### config.mk
export PLATFORM = sky130hd
export DESIGN_NAME = mem_load_unit
export DESIGN_NICKNAME = d
export VERILOG_FILES = /design/src/rtl/mem_load_unit_pkg.sv /design/src/rtl/mem_load_unit_rob.sv /design/src/rtl/mem_load_unit.sv
export SDC_FILE = /design/constraint.sdc
export NUM_CORES = 1
export LEC_CHECK = 0
export ABC_AREA = 1
export ABC_CLOCK_PERIOD_IN_PS = 2950
export BUFFER_PORTS_ARGS = -buffer_cell sky130_fd_sc_hd__buf_2
export CELL_PAD_IN_SITES_DETAIL_PLACEMENT = 0
export CELL_PAD_IN_SITES_GLOBAL_PLACEMENT = 1
export CORE_MARGIN = 2
export CORE_UTILIZATION = 43
export DETAILED_ROUTE_END_ITERATION = 10
export PLACE_DENSITY_LB_ADDON = 0.1
export SLEW_MARGIN = 15
export SYNTH_ARGS = -nofsm -noshare
export SYNTH_HDL_FRONTEND = slang
export SYNTH_SLANG_ARGS = --single-unit
export TNS_END_PERCENT = 10
### constraint.sdc
create_clock -name clk -period 2.95 [get_ports clk]
set_input_delay 0.295 -clock clk [delete_from_list [all_inputs] [get_ports clk]]
set_output_delay 0.295 -clock clk [all_outputs]
set_load 0.02 [all_outputs]
### src/rtl/mem_load_unit_pkg.sv
// mem_load_unit_pkg: memory-interface types shared by the load unit and its reorder buffer,
// plus the load FSM state encoding.
package mem_load_unit_pkg;
    typedef logic [31:0] ADDR;
    typedef logic [63:0] MEM_BLOCK;
    typedef logic [3:0]  MEM_TAG;
    typedef enum logic [1:0] {MEM_NONE = 2'h0, MEM_LOAD = 2'h1, MEM_STORE = 2'h2} MEM_COMMAND;
    typedef enum logic [1:0] {IDLE = 2'h0, ISSUE = 2'h1, DRAIN = 2'h2} LOAD_STATE;
endpackage

### src/rtl/mem_load_unit_rob.sv
// load_rob: circular reorder buffer of outstanding loads; responses fill slots by tag CAM,
// and lines leave strictly in allocation order from the head.
module load_rob
    import mem_load_unit_pkg::*;
#(
    parameter int DEPTH = 8
) (
    input  logic     clk,
    input  logic     rst,
    input  logic     push_i,
    input  MEM_TAG   push_tag_i,
    input  MEM_TAG   fill_tag_i,
    input  MEM_BLOCK fill_data_i,
    input  logic     pop_i,
    output logic     head_filled_o,
    output MEM_BLOCK head_data_o,
    output logic     full_o,
    output logic     stray_o
);
    localparam int PW = $clog2(DEPTH);
    logic [DEPTH-1:0] valid_q, filled_q, hit;
    MEM_TAG           tag_q  [DEPTH];
    MEM_BLOCK         data_q [DEPTH];
    logic [PW-1:0]    head_q, tail_q;
    logic [PW:0]      count_q;

    // Only slots still waiting for data may match, so a repeated tag counts as stray.
    always_comb begin
        for (int i = 0; i < DEPTH; i++)
            hit[i] = valid_q[i] && !filled_q[i] && fill_tag_i != '0 && tag_q[i] == fill_tag_i;
    end

    assign stray_o       = fill_tag_i != '0 && hit == '0;
    assign full_o        = count_q == (PW+1)'(DEPTH);
    assign head_filled_o = valid_q[head_q] && filled_q[head_q];
    assign head_data_o   = data_q[head_q];

    always_ff @(posedge clk) begin
        if (rst) begin
            valid_q  <= '0;
            filled_q <= '0;
            head_q   <= '0;
            tail_q   <= '0;
            count_q  <= '0;
            for (int i = 0; i < DEPTH; i++) begin
                tag_q[i]  <= '0;
                data_q[i] <= '0;
            end
        end else begin
            for (int i = 0; i < DEPTH; i++) begin
                if (hit[i]) begin
                    filled_q[i] <= 1'b1;
                    data_q[i]   <= fill_data_i;
                end
            end
            if (push_i) begin
                valid_q[tail_q]  <= 1'b1;
                filled_q[tail_q] <= 1'b0;
                tag_q[tail_q]    <= push_tag_i;
                tail_q           <= tail_q + 1'b1;
            end
            if (pop_i) begin
                valid_q[head_q] <= 1'b0;
                head_q          <= head_q + 1'b1;
            end
            count_q <= count_q + (PW+1)'(push_i) - (PW+1)'(pop_i);
        end
    end
endmodule

### src/rtl/mem_load_unit.sv
// mem_load_unit: fetches a burst of consecutive 64-bit lines through the tagged memory
// port and streams them back in address order, tolerating rejects and out-of-order fills.
module mem_load_unit
    import mem_load_unit_pkg::*;
#(
    parameter int ROB_DEPTH = 8,
    parameter int LEN_W     = 10
) (
    input  logic             clk,
    input  logic             rst,
    input  logic             req_valid,
    output logic             req_ready,
    input  ADDR              req_base_addr,
    input  logic [LEN_W-1:0] req_num_lines,
    output MEM_COMMAND       proc2mem_command,
    output ADDR              proc2mem_addr,
    input  MEM_TAG           mem2proc_transaction_tag,
    input  MEM_BLOCK         mem2proc_data,
    input  MEM_TAG           mem2proc_data_tag,
    output logic             out_valid,
    input  logic             out_ready,
    output MEM_BLOCK         out_data,
    output logic             out_last,
    output logic             busy,
    output logic             err
);
    LOAD_STATE        state_q, state_d;
    ADDR              base_q;
    logic [LEN_W-1:0] cnt_q, issue_q, out_idx_q;
    logic             err_q, rob_full, head_filled, stray, issue_en, accept, pop;
    MEM_BLOCK         head_data;

    load_rob #(.DEPTH(ROB_DEPTH)) u_rob (
        .clk           (clk),
        .rst           (rst),
        .push_i        (accept),
        .push_tag_i    (mem2proc_transaction_tag),
        .fill_tag_i    (mem2proc_data_tag),
        .fill_data_i   (mem2proc_data),
        .pop_i         (pop),
        .head_filled_o (head_filled),
        .head_data_o   (head_data),
        .full_o        (rob_full),
        .stray_o       (stray)
    );

    // A rejected request (tag 0) leaves issue_q unchanged, so the same address is re-driven.
    assign issue_en         = state_q == ISSUE && !rob_full && !rst;
    assign accept           = issue_en && mem2proc_transaction_tag != '0;
    assign proc2mem_command = issue_en ? MEM_LOAD : MEM_NONE;
    assign proc2mem_addr    = issue_en ? base_q + (ADDR'(issue_q) << 3) : '0;
    assign out_valid        = head_filled;
    assign out_data         = out_valid ? head_data : '0;
    assign out_last         = out_valid && out_idx_q == cnt_q - 1'b1;
    assign pop              = out_valid && out_ready;
    assign req_ready        = state_q == IDLE;
    assign busy             = state_q != IDLE;
    assign err              = err_q;

    assign state_d = state_q == IDLE && req_valid                      ? ISSUE
                   : state_q == ISSUE && accept && issue_q == cnt_q - 1'b1 ? DRAIN
                   : state_q == DRAIN && pop && out_last               ? IDLE
                   : state_q;

    always_ff @(posedge clk) begin
        if (rst) begin
            state_q   <= IDLE;
            base_q    <= '0;
            cnt_q     <= '0;
            issue_q   <= '0;
            out_idx_q <= '0;
            err_q     <= 1'b0;
        end else begin
            state_q <= state_d;
            if (req_valid && req_ready) begin
                base_q    <= req_base_addr;
                cnt_q     <= req_num_lines == '0 ? LEN_W'(1) : req_num_lines;
                issue_q   <= '0;
                out_idx_q <= '0;
            end
            if (accept)
                issue_q <= issue_q + 1'b1;
            if (pop)
                out_idx_q <= out_idx_q + 1'b1;
            if (stray)
                err_q <= 1'b1;
        end
    end
endmodule

# After elaboration in Yosys (flattened, before gate mapping)
# Memory sizes are Yosys's and may differ from the RTL's. A register that Yosys moved wholly into a read port is not among the register bits.
# Cells that the tools add are included.
# op_classes
n_addsub	8
n_eq_ne	13
bitwise	13
order_cmp	4
muxes	80
n_reduce_logical	60
# op_table
operator	count
$mux W64	9
$mux W1	52
$mux W10	4
$logic_and A1 B1 Y1	38
$add A32 B13 Y32	1
$eq A4 B4 Y1	8
$mux W32	1
$mux W8	4
$add A10 B1 Y10 const B	2
$eq A10 B10 Y1	2
$and A8 B8 Y8	2
$not A8 Y8	2
$logic_not A1 Y1	10
$logic_not A10 Y1	1
$sub A10 B1 Y10 const B	1
$mux W3	3
$logic_not A8 Y1	1
$lt A3 B4 Y1 const B	2
$or A1 B1 Y1	8
$or A8 B8 Y8	1
$reduce_bool A2 Y1	4
$reduce_bool A4 Y1	2
$add A3 B1 Y3 const B	2
$bmux W1 S3	2
other kinds (13)	16
# totals
register_bits	91
ram_bits	544
in_bits	118
output_inout_bits	103
mem_count	2
elab_cells	192
# memory_table
memory	words	word_bits	read_ports	rd_ports_with_merged_regs	wr	line_no	text
u_rob.data_q	8	64	1	1	8	mem_load_unit_rob.sv:23	MEM_BLOCK data_q [DEPTH];
u_rob.tag_q	8	4	8	0	8	mem_load_unit_rob.sv:22	MEM_TAG tag_q [DEPTH];

# Longest topological paths before layout
# Gate-level depths: netlist of run 1.
# logic_depth
depth_word	10
depth_mapped	18
depth_no_buf	16

# Hierarchy
# A second synthesis of run 1 with hierarchy kept.
# unflattened
hier_cells	3283
hier_area_um2	30167.7
# by_module_without_submodules
module	seq_area_each_um2	n_inst	area_each_um2	cells_per_inst
load_rob	16916.2	1	25410.6	2481
mem_load_unit	1301.2	1	4757.1	802

# Worst setup path after synthesis of run 1
# OpenSTA, ideal clock, no wires.
# synth_timing
path_kind	input -> register
start	in mem2proc_data_tag[2]
end	mem u_rob.data_q[3][0] (netlist name) (enable)
required_ps	2526
setup_slack_ps	-138
setup_ps	424
arrival_time_ps	2664
cell_stages	8
n_path_buf	3
path_cell_list	buf_4 > inv_4 > o22ai_1 > a221oi_1 > nand4_1 > buf_4 > buf_6 > nand2_1
# synth_lines
element	line_no	text
start, declared	mem_load_unit.sv:19	input MEM_TAG mem2proc_data_tag,
end, declared	mem_load_unit_rob.sv:23	

# Worst setup path after layout of run 1
# layout_timing
start	reg issue_q[0]
end	out proc2mem_addr[23]
# layout_via
elab_chain_cells	2
# layout_lines
element	line_no	text
start, declared	mem_load_unit.sv:29	logic [LEN_W-1:0] cnt_q, issue_q, out_idx_q;
start signal, assigned	mem_load_unit.sv:82	issue_q <= issue_q + 1'b1;
$add A32 B13 Y32	mem_load_unit.sv:51	assign proc2mem_addr = issue_en ? base_q + (ADDR'(issue_q) << 3) : '0;
$mux W32	mem_load_unit.sv:51	
end, declared	mem_load_unit.sv:16	output ADDR proc2mem_addr,
# Every way passes these cells.

==> results of run 1 <==
## power by group through the flow
stage	logic [W]	registers [W]	clock network, W
after floorplan	0.000794	0.0105	0
after global placement	0.00129	0.0105	0
after detailed placement	0.00130	0.0105	0
after CTS	0.00136	0.0103	0.00850
after global routing	0.00151	0.0103	0.00884
final	0.00135	0.0103	0.00834
## synth_stat cells (14+ instances only)
cell      count
a32oi_1      64
a21oi_1     190
nand3_1      70
edfxtp_1    544
o21ai_0     148
a32o_1       64
nor3_1       14
inv_1       270
clkbuf_1     85
buf_1        22
ha_1         20
nand4_1      16
buf_6        20
buf_2        51
nand2_1     647
dfxtp_1      94
nor2_1      657
## kinds of logic (layout without fill, tap and decap cells)
logic type / count (synthesis) / in the layout / synth area share
simple gates: 1443 / 1443 / 0.193
flops: 638 / 638 / 0.612
compound gates: 518 / 518 / 0.111
buf+inv: 475 / 758 / 0.0684
fa+ha+maj: 22 / 22 / 0.00974
xor+xnor: 20 / 20 / 0.00634
other cells: 1 / 1 / 0.000126
## layer usage
layer	share of wire	up-vias	global-route usage
met5	0	-	0
met4	0.022	0	0.0676
met3	0.046	121	0.0264
met2	0.50	562	0.418
met1	0.43	11200	0.297
li1	-	11000	-
## cell type report
cell class                      instances  area [µm²]  area share
Sequential cell                       638       18200       0.521
Tap cell                              931        1160      0.0333
Timing Repair Buffer                  340        2550      0.0728
Inverter                              288        1110      0.0318
Clock inverter                         33         176     0.00504
Clock buffer                           97        2000      0.0571
Multi-Input combinational cell       2004        9760       0.279
## metrics by stage
step / TNS [ns] / std cells / area, µm²
3_3_place_gp: 0 / 4153 / 32100
3_5_place_dp: 0 / 4153 / 32100
5_1_grt: -0.454 / 4331 / 35000
6_report: 0 / 4331 / 35000
2_1_floorplan: -23.01 / 3117 / 29800
4_1_cts: -0.0295 / 4327 / 34800
## worst max-delay path by stage
stage                                    start                 end
final                               issue_q[0]   proc2mem_addr[23]
after global placement              issue_q[0]   proc2mem_addr[23]
after CTS                           issue_q[8]   proc2mem_addr[26]
after floorplan           mem2proc_data_tag[2]  u_rob.data_q[1][0]
after detailed placement            issue_q[0]   proc2mem_addr[23]
after global routing                issue_q[0]   proc2mem_addr[21]
## timing repair
item,CTS,global route
resized for setup,21,29
hold buffers,41,0
hold endpoints to repair,41,0
gates cloned,0,0
setup buffers,3,4
pin swaps,1,4
setup endpoints to repair,69,65
## flip-flops by register name, summed over array words and instances, names as in the netlist, 4 cells and up, named ones only
name / flops
base_q: 32
cnt_q: 10
issue_q: 10
out_idx_q: 10
u_rob.count_q: 4
u_rob.data_q: 512
u_rob.filled_q: 8
u_rob.tag_q: 32
u_rob.valid_q: 8
## worst max-delay path: cells and delay by family, from the launching register on
kind | cells | cell delay, ns
fa+ha+maj | 2 | 0.51
buf+inv | 3 | 0.29
compound gates | 3 | 0.41
simple gates | 5 | 0.39
flops | 1 | 0.37
==> results.sh, run 1 <==
export IMPL_rows=96
export IMPL_postSynthCellCount=3117
export IMPL_ys_flop_type="edfxtp_1"
export IMPL_cp_end_kind="primary output"
export IMPL_hp_class="in2reg"
export IMPL_slew_headroom=0.436
export IMPL_status="completed"
export IMPL_synth_seq_cells=638
export IMPL_power_w=0.0200
export IMPL_path_clk_slew_ns=0.06
export IMPL_final_common_cell="nor2_1"
export IMPL_setup_viol=0
export IMPL_required_ns=2.65
export IMPL_worstPathMaxFanout=7
export IMPL_syn_area_mm2=0.0298
export IMPL_io_buffers=219
export IMPL_start_kind="flip-flop"
export IMPL_firstDrtPassIters=8
export IMPL_finalHoldViolations=0
export IMPL_grt_pass1_vias=22900
export IMPL_cellPowerDensity_mw_per_mm2=571
export IMPL_syn_avg_cell_area_um2=9.56
export IMPL_drt_iter0_markers=1487
export IMPL_seq_power_share=0.515
export IMPL_fin_crit_sh=0.973
export IMPL_p_comb_frac=0.068
export IMPL_r2r_end="u_rob.count_q[2]"
export IMPL_crit_slowest_cell="dfxtp_4"
export IMPL_finalClockSkew_ns=0.0208
export IMPL_drt_total_wl_um=84300
export IMPL_holdPathStages=3
export IMPL_mostFrequentLayoutCells="651 x nor2_1, 634 x nand2_1, 544 x edfxtp_1"
export IMPL_insertion_delay_ns=0.61
export IMPL_drc=0
export IMPL_irDropWorstVdd_uv=340
export IMPL_swShare=0.232
export IMPL_antennaDiodeCount=0
export IMPL_ioPinCount=221
export IMPL_cp_cell_sequence="ha_1 -> inv_1 -> fa_2 -> o21ai_2 -> a21oi_2 -> inv_1 -> nand2_1 -> nand2_2 -> nand2_2 -> o21ai_0 -> nand2_1 -> nor2_1 -> buf_4"
export IMPL_maxCapViolCount=0
export IMPL_grt_antenna_before_repair=0
export IMPL_core_area_mm2=0.0686
export IMPL_p_sw_w=0.00464
export IMPL_place_detailed_hpwl_um=50000
export IMPL_hold_ws_ns=0.0431
export IMPL_final_core_util=0.510
export IMPL_dieArea_mm2=0.0714
export IMPL_reg2reg_depth=15
export IMPL_p_clk_frac=0.418
export IMPL_place_ws_ns=0.332
export IMPL_fp_dieW_um=267
export IMPL_arrival_ns=2.58
export IMPL_cts_sinks=638
export IMPL_worst_pin_slew_ns=0.846
export IMPL_hold_path_end="u_rob.data_q[7][42]"
export IMPL_async_reset_ff_frac=0
export IMPL_ant_nets=0
export IMPL_synth_edf_count=544
export IMPL_p_leak_nw=13.5
export IMPL_synth_seq_area_share=0.612
export IMPL_yosys_area_top_type="edfxtp_1"
export IMPL_rsz0062_at_grt="true"
export IMPL_gp_congestion=0.840
export IMPL_worstSetupPathType="reg2out"
export IMPL_syn_nets=3257
export IMPL_fmax_ghz=0.348
export IMPL_synthTopCellsByArea="edfxtp_1 55%, nor2_1 8.3%, nand2_1 8.2%"
export IMPL_detail_route_wl_per_cell_um=19.5
export IMPL_drv_slew=0
export IMPL_grt_max_degree=72
export IMPL_root_buffer="clkbuf_16"
export IMPL_hp_start="mem2proc_data[42]"
export IMPL_die_height_um=267
export IMPL_grt_use_total=0.233
export IMPL_cts_path_max_buffers=3
export IMPL_grt_pass1_wl_um=128000
export IMPL_r2r_setup_slack_ns=0.42
export IMPL_fillers=6322
export IMPL_cts_tree="done"
export IMPL_syn_to_final_growth_pct=17.5
export IMPL_setup_ws_ns=0.0794
export IMPL_drive_gt1_frac=0.143
export IMPL_ys_warn_count=0
export IMPL_r2r_start="u_rob.head_q[0]"
export IMPL_final_nets=3484
export IMPL_cts_made_buffers=72
export IMPL_p_int_w=0.0153
export IMPL_grt_ovfl_total=0
export IMPL_vias=22900
export IMPL_yosysTopAreaCellShare=0.548
export IMPL_initial_core_util=0.434
export IMPL_worst_path_largest_cell_delay_ns=0.37
export IMPL_synth_distinct_cells=54
export IMPL_vias_per_cell=5.28
export IMPL_period_needed_ns=2.87
export IMPL_htreeDepth=3
(Power assumes the default switching activity.)
==> run 2, diff against run 1 <==
--- a/config.mk
+++ b/config.mk
@@ -14,7 +14,6 @@
 export CORE_UTILIZATION = 43
 export DETAILED_ROUTE_END_ITERATION = 10
 export PLACE_DENSITY_LB_ADDON = 0.1
-export SLEW_MARGIN = 15
 export SYNTH_ARGS = -nofsm -noshare
 export SYNTH_HDL_FRONTEND = slang
 export SYNTH_SLANG_ARGS = --single-unit
==> constraint.sdc (replaced) <==
create_clock -name clk -period 2.95 [get_ports clk]
set_input_delay 0.1475 -clock clk [delete_from_list [all_inputs] [get_ports clk]]
set_output_delay 0.1475 -clock clk [all_outputs]
set_load 0.02 [all_outputs]
==> run 2 against run 1 <==
Routed wire length down 1.2%. First-iteration DRC count up 11%. Global-route usage down 0.11 points. Critical path depth down 5. Total power up 2.0%. Sequential power about the same. Combinational power up 4%. Via count up 1.2%. Register-to-register slack better by 0.04 ns. Cell count up 1.2%. Clock skew up 0.00057 ns. Non-clock buffer count up 51. Critical endpoint is now out_data[3]. Largest cell class unchanged. Highest routed layer unchanged.
==> results.sh, run 2 (same netlist as run 1, synthesis figures left out) <==
export IMPL_finalClockSkew_ns=0.0214
export IMPL_r2r_start="u_rob.head_q[0]"
export IMPL_dpl_cell_count=4141
export IMPL_hp_start="mem2proc_data[9]"
export IMPL_grt_pass1_vias=22900
export IMPL_final_cells=4382
export IMPL_drt_iter0_markers=1655
export IMPL_mostFrequentLayoutCells="654 x nor2_1, 634 x nand2_1, 544 x edfxtp_1"
export IMPL_status="completed"
export IMPL_fmax_ghz=0.350
export IMPL_hold_path_end="u_rob.data_q[7][9]"
export IMPL_final_common_cell="nor2_1"
export IMPL_worst_path_largest_cell_delay_ns=0.42
export IMPL_cellPowerDensity_mw_per_mm2=574
export IMPL_p_leak_nw=13.8
export IMPL_drive_gt1_frac=0.134
export IMPL_ioPinCount=221
export IMPL_finalHoldViolations=0
export IMPL_maxCapViolCount=0
export IMPL_fillers=6336
export IMPL_gp_congestion=0.839
export IMPL_antennaDiodeCount=0
export IMPL_crit_slowest_cell="dfxtp_4"
export IMPL_drc=0
export IMPL_fp_dieW_um=267
export IMPL_drt_total_wl_um=83200
export IMPL_hp_class="in2reg"
export IMPL_final_nets=3534
export IMPL_required_ns=2.80
export IMPL_largest_register="u_rob.data_q"
export IMPL_crit_top_cell="nand2_1"
export IMPL_reg2reg_depth=15
export IMPL_worstSetupPathType="reg2out"
export IMPL_arrival_ns=2.71
export IMPL_dieArea_mm2=0.0714
export IMPL_grt_pass1_wl_um=129000
export IMPL_worstPathMaxFanout=73
export IMPL_core_area_mm2=0.0686
export IMPL_detail_route_wl_per_cell_um=19.0
export IMPL_ant_nets=0
export IMPL_worst_pin_slew_ns=0.893
export IMPL_r2r_end="u_rob.count_q[2]"
export IMPL_die_height_um=267
export IMPL_cts_tree="done"
export IMPL_grt_antenna_before_repair=0
export IMPL_setup_ws_ns=0.0969
export IMPL_cts_made_buffers=71
export IMPL_start_kind="flip-flop"
export IMPL_htreeDepth=3
export IMPL_rows=96
export IMPL_grt_max_degree=105
export IMPL_slew_headroom=0.405
export IMPL_setup_viol=0
export IMPL_root_buffer="clkbuf_16"
export IMPL_grt_use_total=0.232
export IMPL_rsz0062_at_grt="true"
export IMPL_holdPathStages=3
export IMPL_top_regs="u_rob.data_q: 512 flops, base_q: 32 flops, u_rob.tag_q: 32 flops"
export IMPL_grt_ovfl_total=0
export IMPL_place_detailed_hpwl_um=48600
export IMPL_vias_per_cell=5.28
export IMPL_drv_slew=0
export IMPL_period_needed_ns=2.85
export IMPL_io_buffers=219
export IMPL_insertion_delay_ns=0.60
export IMPL_power_w=0.0204
export IMPL_fin_crit_sh=0.967
export IMPL_irDropWorstVdd_uv=343
export IMPL_cp_end_kind="primary output"
export IMPL_path_clk_slew_ns=0.06
export IMPL_hold_ws_ns=0.00849
export IMPL_cp_cell_sequence="inv_8 -> buf_12 -> nand2_1 -> a32o_1 -> nand2_1 -> o21ai_0 -> nor2_1 -> buf_2"
export IMPL_r2r_setup_slack_ns=0.46
export IMPL_firstDrtPassIters=7
export IMPL_setup_tns_ns=0
export IMPL_initial_core_util=0.434
export IMPL_cts_path_max_buffers=3
export IMPL_syn_to_final_growth_pct=19.0
export IMPL_vias=23100
export IMPL_largest_reg_flops=512
export IMPL_cts_sinks=638
export IMPL_place_ws_ns=0.460
-- run 2: changes by cell type in the layout (fill, tap and decap cells not counted), sizes merged --
cell	before	now
buf	299	283
clkinvlp	5	0
dlygate4sd3	41	108
clkbuf	97	91
inv	283	286
bufinv	0	3
clkinv	33	38
-- run 2: cell type report --
cell class	count	area (µm²)	share of cell area
Sequential cell	638	18200	0.514
Tap cell	931	1160	0.0328
Clock inverter	39	273	0.00769
Timing Repair Buffer	391	2980	0.0841
Multi-Input combinational cell	2004	9690	0.273
Clock buffer	91	2030	0.0572
Inverter	288	1100	0.0309
-- run 2: repair_timing --
action	in CTS	in global routing
setup buffers	1	2
gates resized for setup	3	20
hold endpoints to repair	182	0
hold buffers	108	0
pin swaps	1	2
setup endpoints to repair	9	28
-- run 2: worst max-delay path: cells and delay by family, from the launching register on --
| kind | cells | cell delay [ns] |
|---|---|---|
| compound gates | 2 | 0.47 |
| flops | 1 | 0.42 |
| buf+inv | 3 | 0.87 |
| simple gates | 3 | 0.33 |
-- run 2: through the flow --
step                instance area (µm²)  utilization
detailed placement                32000        0.466
global placement                  32000        0.466
CTS                               35400        0.516
global route                      35500        0.517
finish                            35500        0.517
floorplan                         29800            -
-- run 2: where the power goes --
part | internal (W) | switching (W) | leakage, nW
combinational | 0.000480 | 0.000917 | 6.29
sequential | 0.0101 | 0.000137 | 6.38
clock | 0.00512 | 0.00357 | 1.15
-- run 2: layer usage --
metal  track usage  routed length [µm]
met5             0                   0
met4        0.0770                2190
met3        0.0297                4040
met2         0.395               40500
met1         0.307               36500
-- run 2: worst max path at each step --
stage                              end  slack [ns]              start  depth (start not counted)
CTS                  proc2mem_addr[23]       -0.02         issue_q[0]                         13
floorplan           u_rob.data_q[0][0]       -0.02  u_rob.tag_q[0][3]                          7
finish                     out_data[3]         0.1          flip-flop                          8
global placement     proc2mem_addr[23]        0.50         issue_q[0]                         13
global route              out_data[22]       -0.06          flip-flop                          8
detailed placement    u_rob.count_q[2]        0.46    u_rob.head_q[0]                         15
==> run 3, diff against run 2 <==
--- a/config.mk
+++ b/config.mk
@@ -11,7 +11,7 @@
 export CELL_PAD_IN_SITES_DETAIL_PLACEMENT = 0
 export CELL_PAD_IN_SITES_GLOBAL_PLACEMENT = 1
 export CORE_MARGIN = 2
-export CORE_UTILIZATION = 43
+export CORE_UTILIZATION = 35
 export DETAILED_ROUTE_END_ITERATION = 10
 export PLACE_DENSITY_LB_ADDON = 0.1
 export SYNTH_ARGS = -nofsm -noshare
==> run 3 against run 2 <==
Sequential share of layout area shrank 0.66 points. Register-to-register slack got worse by 0.03 ns. Via count decreased by 0.83%. Cell count grew 5.0%. Non-clock buffer count up 5. Routed wire length grew 6.4%. Die area increased by 22%. First-iteration DRC count down 12%. Combinational power about the same. Critical endpoint is now out_data[31]. Highest routed layer unchanged.
==> results.sh, run 3 (same netlist as run 1, synthesis figures left out) <==
export IMPL_status="completed"
export IMPL_worst_pin_slew_ns=0.781
export IMPL_r2r_setup_slack_ns=0.43
export IMPL_dieArea_mm2=0.0875
export IMPL_design_area_mm2=0.0359
export IMPL_period_needed_ns=2.83
export IMPL_initial_core_util=0.355
export IMPL_dpl_cell_area_mm2=0.0323
export IMPL_io_buffers=219
export IMPL_vias_per_cell=4.99
export IMPL_maxCapViolCount=0
export IMPL_cts_tree="done"
export IMPL_detail_route_wl_per_cell_um=19.2
export IMPL_drt_iter0_markers=1456
export IMPL_core_area_mm2=0.0840
export IMPL_path_clk_slew_ns=0.06
export IMPL_irDropWorstVdd_uv=339
export IMPL_drt_total_wl_um=88500
export IMPL_ioPinCount=221
export IMPL_grt_use_total=0.202
export IMPL_top_regs="u_rob.data_q: 512 flops, base_q: 32 flops, u_rob.tag_q: 32 flops"
export IMPL_rows=106
export IMPL_grt_pass1_vias=23300
export IMPL_gp_congestion=0.818
export IMPL_die_height_um=296
export IMPL_insertion_delay_ns=0.62
export IMPL_arrival_ns=2.68
export IMPL_start_kind="flip-flop"
export IMPL_fin_crit_sh=0.960
export IMPL_worstPathMaxFanout=122
export IMPL_finalClockSkew_ns=0.0221
export IMPL_grt_max_degree=123
export IMPL_final_common_cell="nor2_1"
export IMPL_vias=23000
export IMPL_place_detailed_hpwl_um=51600
export IMPL_required_ns=2.80
export IMPL_grt_pass1_wl_um=135000
export IMPL_rsz0062_at_grt="true"
export IMPL_drv_slew=0
export IMPL_cts_sinks=638
export IMPL_grt_ovfl_total=0
export IMPL_htreeDepth=3
export IMPL_drive_gt1_frac=0.140
export IMPL_cellPowerDensity_mw_per_mm2=577
export IMPL_cts_path_max_buffers=3
export IMPL_cts_made_buffers=77
export IMPL_grt_antenna_before_repair=1
export IMPL_fillers=8243
export IMPL_drc=0
export IMPL_fp_dieW_um=296
export IMPL_largest_reg_flops=512
export IMPL_final_nets=3545
export IMPL_largest_register="u_rob.data_q"
export IMPL_finalHoldViolations=0
export IMPL_p_leak_nw=13.9
export IMPL_hp_class="in2reg"
export IMPL_worstSetupPathType="reg2out"
export IMPL_syn_to_final_growth_pct=20.6
export IMPL_setup_tns_ns=0
export IMPL_ant_nets=0
export IMPL_slew_headroom=0.479
export IMPL_firstDrtPassIters=8
export IMPL_cp_end_kind="primary output"
export IMPL_root_buffer="clkbuf_16"
export IMPL_fmax_ghz=0.353
export IMPL_mostFrequentLayoutCells="653 x nor2_1, 634 x nand2_1, 544 x edfxtp_1"
export IMPL_antennaDiodeCount=0
export IMPL_setup_viol=0
-- run 3: where the power goes --
part / switching [W] / total, W / internal, W
Clock: 0.00375 / 0.00902 / 0.00528
Sequential: 0.000140 / 0.0103 / 0.0101
Combinational: 0.000926 / 0.00141 / 0.000486
-- run 3: timing repair --
item                                    CTS  global route
setup buffers                             1             2
hold buffers                            106             0
pin swaps                                 1             9
hold endpoints to repair                170             0
endpoints found under the setup margin   18            79
gates cloned                              0             0
resized for setup                        12            30
-- run 3: path summary, 6_finish.rpt --
path                            cells past startpoint              from                 end
worst min register to register                      2         base_q[2]           base_q[2]
worst max-delay path                                7         flip-flop        out_data[31]
worst max register to register                     15   u_rob.head_q[0]    u_rob.count_q[2]
worst min-delay path                                3  mem2proc_data[2]  u_rob.data_q[6][2]
-- run 3: per-layer routing --
| layer | GRT usage | part of all wire | up-vias |
|---|---|---|---|
| met1 | 0.264 | 0.45 | 11300 |
| met4 | 0.0442 | 0.014 | 0 |
| met3 | 0.0265 | 0.043 | 89 |
| met5 | 0 | 0 | - |
| li1 | - | - | 11100 |
| met2 | 0.358 | 0.49 | 454 |
-- run 3: area by class of cell --
type | count | area, µm² | area share
repair buffers | 396 | 3070 | 0.0854
flip-flops and latches | 638 | 18200 | 0.508
clock buffers | 101 | 2100 | 0.0585
well taps | 1134 | 1420 | 0.0395
clock inverters | 38 | 282 | 0.00783
inverters | 288 | 1100 | 0.0306
multi-input cells | 2004 | 9720 | 0.271
-- run 3: critical path, cell delays in order, from the launching register on --
cell,delay [ns]
dfxtp_4,0.44
buf_16,0.45
nand2_1,0.11
a32o_1,0.26
nand2_1,0.05
o21ai_0,0.09
nor2_1,0.36
buf_2,0.25
-- run 3: per-stage QoR --
step	utilization	worst slack [ns]	hold slack [ns]	instances	power, W
after global placement	0.385	0.319	0.374	4351	0.0118
after global routing	0.428	-0.0702	0.0392	4599	0.0215
final	0.428	0.119	0.0356	4599	0.0207
after detailed placement	0.385	0.235	0.380	4351	0.0118
after CTS	0.427	-0.0351	0.00550	4597	0.0210
after floorplan	-	-0.0182	0.286	3117	0.0112
